[config.mk]
export PLATFORM = sky130hd
export DESIGN_NAME = hazard_ctrl
export DESIGN_NICKNAME = d
export VERILOG_FILES = /design/src/rtl/hazard_pkg.sv /design/src/rtl/hazard_ctrl_dep_match.sv /design/src/rtl/hazard_ctrl.sv
export SDC_FILE = /design/constraint.sdc
export NUM_CORES = 1
export LEC_CHECK = 0
export CORE_MARGIN = 2
export CORE_UTILIZATION = 45
export CTS_BUF_LIST = sky130_fd_sc_hd__clkbuf_4 sky130_fd_sc_hd__clkbuf_8
export DETAILED_ROUTE_END_ITERATION = 16
export PLACE_DENSITY = 0.77
export SLEW_MARGIN = 20
export SYNTH_ARGS = -nofsm -noshare
export SYNTH_HDL_FRONTEND = slang
export SYNTH_SLANG_ARGS = --single-unit
export TNS_END_PERCENT = 100
[constraint.sdc]
create_clock -name clk -period 2.08 [get_ports clk]
set_input_delay 0.208 -clock clk [delete_from_list [all_inputs] [get_ports clk]]
set_output_delay 0.208 -clock clk [all_outputs]
set_load 0.03 [all_outputs]
[src/rtl/hazard_pkg.sv]
// Shared types and constants for the pipeline hazard controller.
// Holds the FSM state enum, the operand forward select codes, and the
// EX / WB slot records that track destination registers in flight.
package hazard_pkg;

  // Architectural register address width tracked in the slots.
  localparam int unsigned SLOT_DST_W = 3;
  // Width of the multiply cycle down-counter.
  localparam int unsigned CNT_W      = 4;
  // Width of an operand forward select.
  localparam int unsigned FWD_W      = 2;

  typedef logic [SLOT_DST_W-1:0] reg_addr_t;
  typedef logic [FWD_W-1:0]      fwd_sel_t;
  typedef logic [CNT_W-1:0]      cnt_t;

  // Operand source selects for the EX operand muxes.
  localparam fwd_sel_t FWD_RF = 2'b00;
  localparam fwd_sel_t FWD_EX = 2'b01;
  localparam fwd_sel_t FWD_WB = 2'b10;

  // RUN: normal issue; MULW: a multiply is holding EX.
  typedef enum logic [0:0] {
    RUN  = 1'b0,
    MULW = 1'b1
  } state_e;

  // Instruction occupying the EX stage.
  typedef struct packed {
    logic      v;
    reg_addr_t dst;
    logic      wr;
    logic      ld;
  } slot_t;

  // Instruction occupying the WB stage; a load's result is ready here.
  typedef struct packed {
    logic      v;
    reg_addr_t dst;
    logic      wr;
  } wb_slot_t;

  localparam slot_t    SLOT_EMPTY    = '0;
  localparam wb_slot_t WB_SLOT_EMPTY = '0;

  // True when a read source matches a live register-writing producer.
  function automatic logic producer_hit(input logic      use_src,
                                        input reg_addr_t src,
                                        input logic      prod_v,
                                        input logic      prod_wr,
                                        input reg_addr_t prod_dst);
    return use_src & prod_v & prod_wr & (src == prod_dst);
  endfunction

endpackage

[src/rtl/hazard_ctrl_dep_match.sv]
// Dependency match for one ID source operand.
// Compares the source address against the EX and WB slots and returns the
// operand forward select (youngest producer wins) plus a raw EX-match flag
// that the parent uses for load-use detection.
// Ports:
//   src_i       source register address
//   use_i       source is actually read
//   ex_i        EX slot contents
//   wb_i        WB slot contents
//   ex_fwd_en_i EX result may be forwarded this cycle (not during a multiply)
//   sel_o       forward select: FWD_RF / FWD_EX / FWD_WB
//   ex_hit_o    source matches a register-writing EX producer (any kind)
module dep_match
  import hazard_pkg::*;
(
  input  reg_addr_t src_i,
  input  logic      use_i,
  input  slot_t     ex_i,
  input  wb_slot_t  wb_i,
  input  logic      ex_fwd_en_i,
  output fwd_sel_t  sel_o,
  output logic      ex_hit_o
);

  logic wb_hit;

  // A load in EX has no result yet, so it matches but cannot forward.
  always_comb begin
    ex_hit_o = producer_hit(use_i, src_i, ex_i.v, ex_i.wr, ex_i.dst);
    wb_hit   = producer_hit(use_i, src_i, wb_i.v, wb_i.wr, wb_i.dst);
    sel_o    = FWD_RF;
    if (ex_hit_o && !ex_i.ld && ex_fwd_en_i) begin
      sel_o = FWD_EX;
    end else if (wb_hit) begin
      sel_o = FWD_WB;
    end
  end

endmodule

[src/rtl/hazard_ctrl.sv]
// Pipeline hazard controller for the 4-stage IF/ID/EX/WB core.
// Tracks destinations in flight in EX and WB, selects operand forwarding for
// the ID instruction, stalls on load-use, holds EX while a multiply runs and
// drops the ID instruction on a taken branch.
// Ports:
//   clk, rst            clock, synchronous active-high reset
//   id_valid            ID holds a real instruction
//   id_s1/id_s2         source addresses, id_use1/id_use2 sources read
//   id_dst, id_wr       destination and its write enable
//   id_ld, id_mul       instruction is a load / multi-cycle multiply
//   flush               taken branch resolved in EX
//   stall               hold PC and IF/ID
//   ex_bubble, ex_hold  ID/EX loads a NOP / keeps its contents
//   fwd_a, fwd_b        EX operand selects
//   busy                multiply in progress
// All outputs are combinational from the slot registers and ID inputs.
module hazard_ctrl
  import hazard_pkg::*;
#(
  parameter int unsigned REG_W   = 3,
  parameter int unsigned MUL_LAT = 3
) (
  input  logic             clk,
  input  logic             rst,
  input  logic             id_valid,
  input  logic [REG_W-1:0] id_s1,
  input  logic [REG_W-1:0] id_s2,
  input  logic             id_use1,
  input  logic             id_use2,
  input  logic [REG_W-1:0] id_dst,
  input  logic             id_wr,
  input  logic             id_ld,
  input  logic             id_mul,
  input  logic             flush,
  output logic             stall,
  output logic             ex_bubble,
  output logic             ex_hold,
  output logic [1:0]       fwd_a,
  output logic [1:0]       fwd_b,
  output logic             busy
);

  // Counter load value: MULW lasts MUL_LAT-1 cycles, leaving at cnt==1.
  localparam cnt_t MUL_CNT_INIT = CNT_W'(MUL_LAT - 1);

  state_e   state_q, state_d;
  cnt_t     cnt_q,   cnt_d;
  slot_t    ex_q,    ex_d;
  wb_slot_t wb_q,    wb_d;

  reg_addr_t s1_addr;
  reg_addr_t s2_addr;
  slot_t     id_slot;
  fwd_sel_t  sel_a;
  fwd_sel_t  sel_b;
  logic      ex_hit_a;
  logic      ex_hit_b;
  logic      in_run;
  logic      ld_hz;

  assign s1_addr = SLOT_DST_W'(id_s1);
  assign s2_addr = SLOT_DST_W'(id_s2);
  assign id_slot = '{v: id_valid, dst: SLOT_DST_W'(id_dst), wr: id_wr, ld: id_ld};
  assign in_run  = (state_q == RUN);

  dep_match u_dep_a (
    .src_i       (s1_addr),
    .use_i       (id_use1),
    .ex_i        (ex_q),
    .wb_i        (wb_q),
    .ex_fwd_en_i (in_run),
    .sel_o       (sel_a),
    .ex_hit_o    (ex_hit_a)
  );

  dep_match u_dep_b (
    .src_i       (s2_addr),
    .use_i       (id_use2),
    .ex_i        (ex_q),
    .wb_i        (wb_q),
    .ex_fwd_en_i (in_run),
    .sel_o       (sel_b),
    .ex_hit_o    (ex_hit_b)
  );

  // A load in EX whose destination ID reads: its data only exists in WB.
  assign ld_hz = in_run & ex_q.v & ex_q.wr & ex_q.ld & id_valid & (ex_hit_a | ex_hit_b);

  // Next-state and pipeline control.
  always_comb begin
    state_d   = state_q;
    cnt_d     = cnt_q;
    ex_d      = ex_q;
    wb_d      = wb_q;
    stall     = 1'b0;
    ex_bubble = 1'b0;
    ex_hold   = 1'b0;
    busy      = 1'b0;

    case (state_q)
      RUN: begin
        wb_d = '{v: ex_q.v, dst: ex_q.dst, wr: ex_q.wr};
        if (flush) begin
          // Branch kills ID; a multiply sitting in ID never starts.
          ex_bubble = 1'b1;
          ex_d      = SLOT_EMPTY;
        end else if (ld_hz) begin
          stall     = 1'b1;
          ex_bubble = 1'b1;
          ex_d      = SLOT_EMPTY;
        end else begin
          ex_d = id_slot;
          if (id_valid && id_mul) begin
            state_d = MULW;
            cnt_d   = MUL_CNT_INIT;
          end
        end
      end
      MULW: begin
        // Multiply keeps EX; nothing retires, so WB sees bubbles.
        stall   = 1'b1;
        ex_hold = 1'b1;
        busy    = 1'b1;
        wb_d    = WB_SLOT_EMPTY;
        cnt_d   = cnt_q - cnt_t'(1);
        if (cnt_q == cnt_t'(1)) begin
          state_d = RUN;
        end
      end
      default: begin
        state_d = RUN;
      end
    endcase

    // Reset overrides the controls so ID/EX fills with NOPs.
    if (rst) begin
      stall     = 1'b0;
      ex_hold   = 1'b0;
      ex_bubble = 1'b1;
      busy      = 1'b0;
    end
  end

  assign fwd_a = rst ? FWD_RF : sel_a;
  assign fwd_b = rst ? FWD_RF : sel_b;

  // State, counter and slot registers.
  always_ff @(posedge clk) begin
    if (rst) begin
      state_q <= RUN;
      cnt_q   <= '0;
      ex_q    <= SLOT_EMPTY;
      wb_q    <= WB_SLOT_EMPTY;
    end else begin
      state_q <= state_d;
      cnt_q   <= cnt_d;
      ex_q    <= ex_d;
      wb_q    <= wb_d;
    end
  end

endmodule
==> metrics, run 1 <==
Bufs on Longest Clock Path=2; Pint=516.7 uW; crit end category=output pin; initial antenna violation count=0; Die W=slightly below 50 um; Gate Count Post-Synth=106; Async S/R FF share, synth=0%; post-synthesis sequential area ratio=a little over a third; Yosys reg bits=16; Tightest Pin Transition=between 0.2 and 0.3 ns; Hold Path Class=in -> reg; Psw=200.9 uW; # diodes=0; dominant cells by area after synthesis=dfxtp_1 (36%), xor2_1 (9.9%), nand3_1 (6.8%); crit path max fanout=4; Mapped Nets=between 100 and 150; first-pass GRT wire length=around 3600 um; mean area per synthesized cell=between 8 and 9 um2; Finished Layout Cells=between 150 and 200; clk_lat worst skew=0.29 ns; share of cells above drive strength 1=a little under 30%; Starting Density=46.58%; VDD IR max=0.0003902 V; Ys Warns=0; routability congestion estimate from global placement=just over 0.8; period utilisation layout=between 90% and 100%; Max Slew Vio Count=0; clock-pin slew on the worst setup and hold paths=~0.090 ns; pin count of the biggest net entering global routing=17; Tmin final=a little over 2 ns; Core ar.=between 1500 and 2000 um2; sequential cell fraction of total power=47.8%; TritonCTS clock tree=done; leakage=just under 0.0006 uW; # DRC=0; I/O pin total=26; number of synthesized flops with an enable pin=0; met2 GRT Util=a little over a third; routing usage on met1=a little over a fifth; Synth top area share=between 30% and 40%; outcome=finished, final reports clean; DP Wirelength=1615 um; Worst Path Required=1.87 ns; hold buffers post-CTS=0; pwr dens=~540 nW/um2; MaxCap Viol Count=0; I/O Buffers=25; Synth cell types=29; via count=873; FILL cells=roughly 150; list of most frequent post-synthesis cells=dfxtp_1 (16), nand3_1 (12), xor2_1 (10); Die Ht=between 40 and 50 um; Total Wirelength=~2300 um; WS Path Type=reg -> out; Setup violations, final=0; Clock Skew=approximately 0.0032 ns; Sink Count=16; Layout area overhead=49.01%; Root Driver=clkbuf_4; Top FF cell, synth=dfxtp_1; most used routing layer=met2; Wirelength per Cell=roughly 14 um; row cnt=16; Gate power share=a little under a quarter; via/cell ratio=5.259; final hold slack=0.4968 ns; clock share of power=around 28%; final hold violations=0; Global Route Usage Sum=slightly below 20%; critical path arrival=roughly 1.8 ns; grt met3 use=around 4.0%; nets=160; Synth area leader=dfxtp_1; htree depth=1; drt initial violations=18; GRT Residual Overflow=0; count leader, synth=dfxtp_1; Sw Ratio=27.99%; max frequency=0.4940 GHz; antenna-violating nets left=0; crit path launch type=flop; drt first pass iters=4; vias in the first global route=between 800 and 900; number of buffers created by CTS=3; Die ar.=between 2000 and 2500 um2; Placed Cells incl. Taps=160; Mapped Area=roughly 890 um2; Slew HR=just over 80%
## metal layers
layer | part of all wire [%] | up-vias
li1 | - | 427
met1 | 40 | 416
met2 | 54 | 26
met3 | 4.4 | 4
met4 | 1.2 | 0
met5 | 0 | -
## registers in the layout (all words and copies together), names as in the netlist
signal,count
cnt_q,4
ex_q,6
state_q,1
wb_q,5
## area by class of cell
cell class | instances | area, um2 | share of cell area, %
sequential | 16 | 332.8 | 25.21
multi-input combinational | 78 | 578.1 | 43.79
tap | 27 | 33.78 | 2.559
inverter | 6 | 22.52 | 1.706
timing repair buffer | 35 | 316.6 | 23.98
clock buffer | 4 | 36.28 | 2.749
## power groups by stage
stage,clock (uW),sequential (uW),combinational (uW)
after floorplan,0,344,94.6
after global placement,0,348,159
after detailed placement,0,349,162
after CTS,211,342,162
after global routing,221,346,187
final,204,343,171
## cell usage in the layout, fill, tap and decap left out
cell and count:
o31a_1 1, xor2_2 6, o311a_2 1, inv_1 6
and3_1 1, and2_1 4, o22ai_1 8, clkbuf_4 3
or3_4 1, xor2_1 4, nor2_1 4, dlymetal6s2s_1 5
a311oi_2 1, nand2_1 9, and2_2 1, nand3_1 12
nand4_1 1, xnor2_1 3, clkbuf_8 1, a21oi_1 5
and3_2 1, o21ba_2 1, dfxtp_2 1, clkdlybuf4s50_1 11
or2_2 1, dfxtp_1 12, nor4_4 2, ha_1 2
nand2b_1 2, nor2b_1 2, nor3_1 4, a21o_1 1
dfxtp_4 3, buf_4 18, dlygate4sd2_1 1
## worst paths after layout
kind	startpoint	to	slack [ns]	cells after the start
max	ex_q[3]$_SDFFE_PP0N_	ex_bubble	0.06	6
min reg2reg	ex_q[0]$_SDFFE_PP0N_	ex_q[0]$_SDFFE_PP0N_	0.50	2
min	id_dst[1]	ex_q[3]$_SDFFE_PP0N_	0.50	3
max reg2reg	ex_q[5]$_SDFFE_PP0N_	cnt_q[2]$_SDFFE_PP0P_	0.29	6
## cells by family after synthesis
logic type / Yosys count / synth area share (%)
flops: 16 / 36.16
fa+ha+maj: 2 / 2.824
xor+xnor: 13 / 12.85
buf+inv: 12 / 5.649
simple gates: 45 / 28.11
compound gates: 18 / 14.41
## worst max-delay path: stages (launching register included)
cell     delay [ns]
dfxtp_4        0.38
xor2_2         0.21
nor4_4         0.06
o21ba_2        0.24
or2_2          0.29
a21o_1         0.18
buf_4          0.16
## through the flow
| stage | instance area (um2) | TNS (ns) | power, uW | setup slack, ns | util, % |
|---|---|---|---|---|---|
| 2_1_floorplan | 885.9 | 0 | 438.6 | 0.3216 | - |
| 3_3_place_gp | 1182 | 0 | 506.7 | 0.007333 | 62.17 |
| 3_5_place_dp | 1182 | 0 | 510.3 | 0.006192 | 62.17 |
| 4_1_cts | 1220 | 0 | 714.6 | 0.003187 | 64.14 |
| 5_1_grt | 1320 | -0.02465 | 753.6 | -0.02465 | 69.41 |
| 6_report | 1320 | 0 | 717.6 | 0.05575 | 69.41 |
## timing repair
action / 4_1_cts / 5_1_grt
gates resized for setup: 3 / 18
pin swaps: 2 / 6
setup endpoints to repair: 1 / 2
buffers inserted: 0 / 2
Power figures use the tool's default switching activity.
==> run 2, diff against run 1 <==
--- a/config.mk
+++ b/config.mk
@@ -5,11 +5,12 @@
 export SDC_FILE = /design/constraint.sdc
 export NUM_CORES = 1
 export LEC_CHECK = 0
+export CORE_ASPECT_RATIO = 1.2
 export CORE_MARGIN = 2
-export CORE_UTILIZATION = 45
+export CORE_UTILIZATION = 48
 export CTS_BUF_LIST = sky130_fd_sc_hd__clkbuf_4 sky130_fd_sc_hd__clkbuf_8
 export DETAILED_ROUTE_END_ITERATION = 16
-export PLACE_DENSITY = 0.77
+export PLACE_DENSITY = 0.81
 export SLEW_MARGIN = 20
 export SYNTH_ARGS = -nofsm -noshare
 export SYNTH_HDL_FRONTEND = slang
==> metrics, run 2 (same netlist as run 1, synthesis figures left out) <==
I/O Buffers=25; Pint=~510 uW; hold buffers post-CTS=0; Root Driver=clkbuf_4; most flop-heavy register=ex_q; Die Ht=about 51 um; TritonCTS clock tree=done; max frequency=between 0.4 and 0.5 GHz; initial antenna violation count=0; Clock Skew=about 0.0025 ns; FF/Latch Area=roughly 330 um2; drt first pass iters=4; pwr dens=572.3 nW/um2; nets=156; Core ar.=1787 um2; Layout area overhead=41.10%; Total Wirelength=about 2200 um; Die W=~43 um; Psw=204.0 uW; DP Wirelength=between 1500 and 2000 um; Max Slew Vio Count=0; critical path arrival=about 1.8 ns; Die ar.=between 2000 and 2500 um2; Largest regs=ex_q (6), wb_q (5), cnt_q (4); via/cell ratio=between 5 and 6; final hold violations=0; clk_lat worst skew=a little under 0.3 ns; Finished Core Util=a little over two thirds; PnR Total Power=~720 uW; crit end category=output pin; share of cells above drive strength 1=a little over a quarter; Sw Ratio=between 20% and 30%; RSZ-0062 raised after global routing=no; sequential cell fraction of total power=47.8%; final hold slack=between 0.4 and 0.5 ns; pin count of the biggest net entering global routing=17; Bufs on Longest Clock Path=2; crit path launch type=flop; Setup violations, final=0; crit path max fanout=4; drt initial violations=25; TNS Setup=0 ns; Placed Cells incl. Taps=between 100 and 150; reg2reg setup slack=between 0.3 and 0.4 ns; # DRC=0; commonest non-fill, non-tap cell in the layout=buf_4; Finished Layout Cells=154; clock share of power=29.4%; # diodes=0; Tmin final=~2.0 ns; vias in the first global route=about 820; max FFs per register=6; first-pass GRT wire length=~3500 um; WS Path Type=reg -> out; antenna-violating nets left=0; period utilisation layout=97.89%; FILL cells=roughly 140; outcome=finished, final reports clean; Global Route Usage Sum=between 20% and 30%; MaxCap Viol Count=0; Wirelength per Cell=roughly 14 um; Hold Path Class=in -> reg; I/O pin total=26; via count=around 860; Slew HR=between 70% and 80%; GRT Residual Overflow=0; row cnt=17; VDD IR max=roughly 0.00057 V; area of the multi-input gates=about 560 um2; routability congestion estimate from global placement=between 0.9 and 1; Gate power share=22.8%; Starting Density=between 40% and 50%; Sink Count=16; leakage=0.0005317 uW; clock-pin slew on the worst setup and hold paths=about 0.09 ns; number of buffers created by CTS=3; htree depth=1; Worst Path Required=roughly 1.9 ns; Tightest Pin Transition=0.3276 ns; commonest non-fill, non-tap cells in the layout=buf_4 (14), nand3_1 (12), dfxtp_1 (12), clkdlybuf4s50_1 (11), nand2_1 (9)
[run 2: per-layer routing]
| layer | part of all wire (%) | routed length [um] | vias to the layer above | GRT usage, % |
|---|---|---|---|---|
| li1 | - | - | 418 | - |
| met1 | 42 | 915 | 399 | 25.00 |
| met2 | 51 | 1097 | 33 | 38.06 |
| met3 | 5.4 | 116 | 5 | 2.120 |
| met4 | 1.7 | 36 | 0 | 9.091 |
| met5 | 0 | 0 | - | 0 |
[run 2: repair_timing]
| item | 4_1_cts | 5_1_grt |
|---|---|---|
| endpoints found under the setup margin | 1 | 2 |
| pin swaps | 3 | 3 |
| gates resized for setup | 9 | 9 |
| buffers inserted | 0 | 1 |
[run 2: critical path, cell delays in order, from the launching register on]
cell,delay (ns)
dfxtp_4,0.39
xor2_2,0.20
nor4_4,0.08
o21ba_2,0.23
or2_2,0.29
a21o_1,0.18
buf_4,0.16
[run 2: worst paths after layout]
| kind | startpoint | endpoint | depth (start not counted) |
|---|---|---|---|
| setup / recovery | ex_q[2]$_SDFFE_PP0N_ | ex_bubble | 6 |
| hold / removal | id_dst[2] | ex_q[4]$_SDFFE_PP0N_ | 3 |
| setup reg to reg | ex_q[5]$_SDFFE_PP0N_ | cnt_q[2]$_SDFFE_PP0P_ | 5 |
| hold reg to reg | ex_q[0]$_SDFFE_PP0N_ | ex_q[0]$_SDFFE_PP0N_ | 2 |
[run 2: stage by stage]
| stage | setup WS (ns) | area (um2) |
|---|---|---|
| after floorplan | 0.3216 | 885.9 |
| after global placement | -0.02625 | 1150 |
| after detailed placement | -0.04308 | 1150 |
| after CTS | 0.002171 | 1206 |
| after global routing | 0.001987 | 1250 |
| final | 0.04396 | 1250 |
[run 2: cell type report]
type | instances | share of cell area, %
flip-flops and latches | 16 | 26.43
repair buffers | 31 | 22.02
well taps | 19 | 1.902
clock buffers | 4 | 2.903
inverters | 6 | 1.802
multi-input cells | 78 | 44.94
[run 2: power groups by stage]
stage	logic (uW)	registers, uW	clock network, uW
4_1_cts	159	342	212
6_report	163	342	211
2_1_floorplan	94.6	344	0
3_3_place_gp	155	347	0
3_5_place_dp	158	348	0
5_1_grt	179	345	223
==> run 3, diff against run 2 <==
==> constraint.sdc (replaced) <==
create_clock -name clk -period 2.08 [get_ports clk]
set_input_delay 0.208 -clock clk [delete_from_list [all_inputs] [get_ports clk]]
set_output_delay 0.208 -clock clk [all_outputs]
set_load 0.005 [all_outputs]
==> metrics, run 3 (same netlist as run 1, synthesis figures left out) <==
outcome=complete, but fails checks; failing checks=negative setup slack; via count=slightly above 900; row cnt=17; crit end category=output pin; Pint=approximately 520 uW; TritonCTS clock tree=done; Finished Layout Cells=164; final hold violations=0; Sw Ratio=roughly 28%; Worst R2R End=cnt_q[2]$_SDFFE_PP0P_; I/O pin total=26; worst flop-to-flop path startpoint=ex_q[4]$_SDFFE_PP0N_; Wirelength per Cell=14.98 um; DP Wirelength=1764 um; drt first pass iters=5; Placed Cells incl. Taps=roughly 160; via/cell ratio=around 5.6; Die ar.=around 2200 um2; commonest non-fill, non-tap cells in the layout=buf_4 (16), nand3_1 (12), clkdlybuf4s50_1 (12), dfxtp_1 (11), dlygate4sd2_1 (11); number of buffers created by CTS=3; pin count of the biggest net entering global routing=17; period utilisation layout=102.1%; vias in the first global route=between 800 and 900; I/O Buffers=25; Gate power share=between 20% and 30%; crit path launch type=flop; sequential cell fraction of total power=a little under half; clock share of power=28.9%; first-pass GRT wire length=3843 um; Worst Path Required=between 1.5 and 2 ns; drt initial violations=17; PnR Total Power=713.7 uW; GRT Residual Overflow=0; clock-pin slew on the worst setup and hold paths=around 0.090 ns; VDD IR max=between 0.0004 and 0.0005 V; CP max stage delay=0.39 ns; share of cells above drive strength 1=27.59%; Die Ht=51.06 um; pwr dens=529.6 nW/um2; crit path max fanout=4; Bufs on Longest Clock Path=2; most flop-heavy register=ex_q; Worst R2R Path Depth=7; htree depth=1; Die W=43.22 um; max frequency=~0.47 GHz; MaxCap Viol Count=0; max FFs per register=6; setup ws final=-0.04405 ns; commonest non-fill, non-tap cell in the layout=buf_4; Psw=between 150 and 200 uW; Core ar.=about 1800 um2; initial antenna violation count=0; hold buffers post-CTS=0; slowest CP cell=dfxtp_4; # diodes=0; RSZ-0062 raised after global routing=yes; WS Path Type=reg -> out; Endpoint, Worst Hold=ex_q[1]$_SDFFE_PP0N_; clk_lat worst skew=between 0.2 and 0.3 ns; reg2reg setup slack=between 0.2 and 0.3 ns; # DRC=0; Setup violations, final=1; Layout area overhead=52.12%; antenna-violating nets left=0; Root Driver=clkbuf_4; nets=approximately 170; routability congestion estimate from global placement=about 0.76; critical-path cell list=xor2_2, nor4_4, o21ba_2, buf_4, or2_4, a21o_1, clkdlybuf4s15_1; Clock Skew=0.001599 ns; Tmin final=between 2 and 2.5 ns; critical path arrival=1.92 ns; Hold Path Class=in -> reg; Max Slew Vio Count=0; Slew HR=a little over 80%; Global Route Usage Sum=around a quarter; hold_sp=id_wr; Tightest Pin Transition=approximately 0.26 ns; Total Wirelength=around 2500 um; Starting Density=49.58%; TNS Setup=-0.04405 ns; leakage=approximately 0.00060 uW; hold depth=3; Largest regs=ex_q (6), wb_q (5), cnt_q (4); Sink Count=16
## run 3: cell count changes in the layout (fill, tap and decap cells not counted), sizes merged
cell	change
buf	+2
dlygate4sd2	+7
clkdlybuf4s50	+1
clkdlybuf4s15	+1
dlymetal6s2s	-1
## run 3: metrics by stage
stage | util (%) | hold WS [ns] | worst slack [ns] | instance area, um2
floorplan | - | 0.3858 | 0.4464 | 885.9
global placement | 68.00 | 0.4798 | -0.2542 | 1215
detailed placement | 68.00 | 0.4926 | -0.2785 | 1215
CTS | 73.39 | 0.4970 | 0.007978 | 1311
global route | 75.42 | 0.5036 | -0.09887 | 1348
finish | 75.42 | 0.4936 | -0.04405 | 1348
## run 3: power by group through the flow
stage	clock, uW	sequential, uW	combinational [uW]
6_report	206	342	166
2_1_floorplan	0	344	86.2
3_3_place_gp	0	348	156
3_5_place_dp	0	349	161
4_1_cts	210	341	160
5_1_grt	218	344	180
## run 3: routing by layer
metal,up-vias,track usage [%],part of all wire (%),routed length [um]
met1,426,24.00,37,910
met4,0,11.11,2.6,65
li1,442,-,-,-
met2,42,46.77,55,1353
met3,9,2.120,5.2,127
met5,-,0,0,0
## run 3: worst max-delay path by stage
stage	depth (start not counted)	from	slack (ns)	endpoint
final	7	ex_q[4]$_SDFFE_PP0N_	-0.04	ex_bubble
after CTS	7	ex_q[2]$_SDFFE_PP0N_	0.008	ex_bubble
after global routing	7	ex_q[4]$_SDFFE_PP0N_	-0.1	ex_bubble
after global placement	7	id_s2[0]	-0.25	ex_bubble
after detailed placement	7	id_s2[2]	-0.28	ex_bubble
after floorplan	7	state_q$_SDFF_PP0_	0.45	ex_bubble
## run 3: cell type report
class	instances	area, um2
tap	19	23.77
fill	135	439.2
sequential	16	336.6
timing repair buffer	41	359.1
inverter	6	22.52
clock buffer	4	36.28
multi-input combinational	78	569.3
## run 3: critical path, delay by kind of cell (launching register included)
family                 cells  cell delay (ns)
flip-flops                 1             0.39
AO/OA/AOI/OAI              2             0.39
buffers and inverters      2             0.33
AND/OR/NAND/NOR            2             0.31
XOR/XNOR                   1             0.21
## run 3: timing repair
action / CTS / global route
pin swaps: 7 / 2
setup buffers: 4 / 1
hold endpoints to repair: 0 / 0
endpoints found under the setup margin: 6 / 5
gates resized for setup: 26 / 5
cloned: 0 / 0
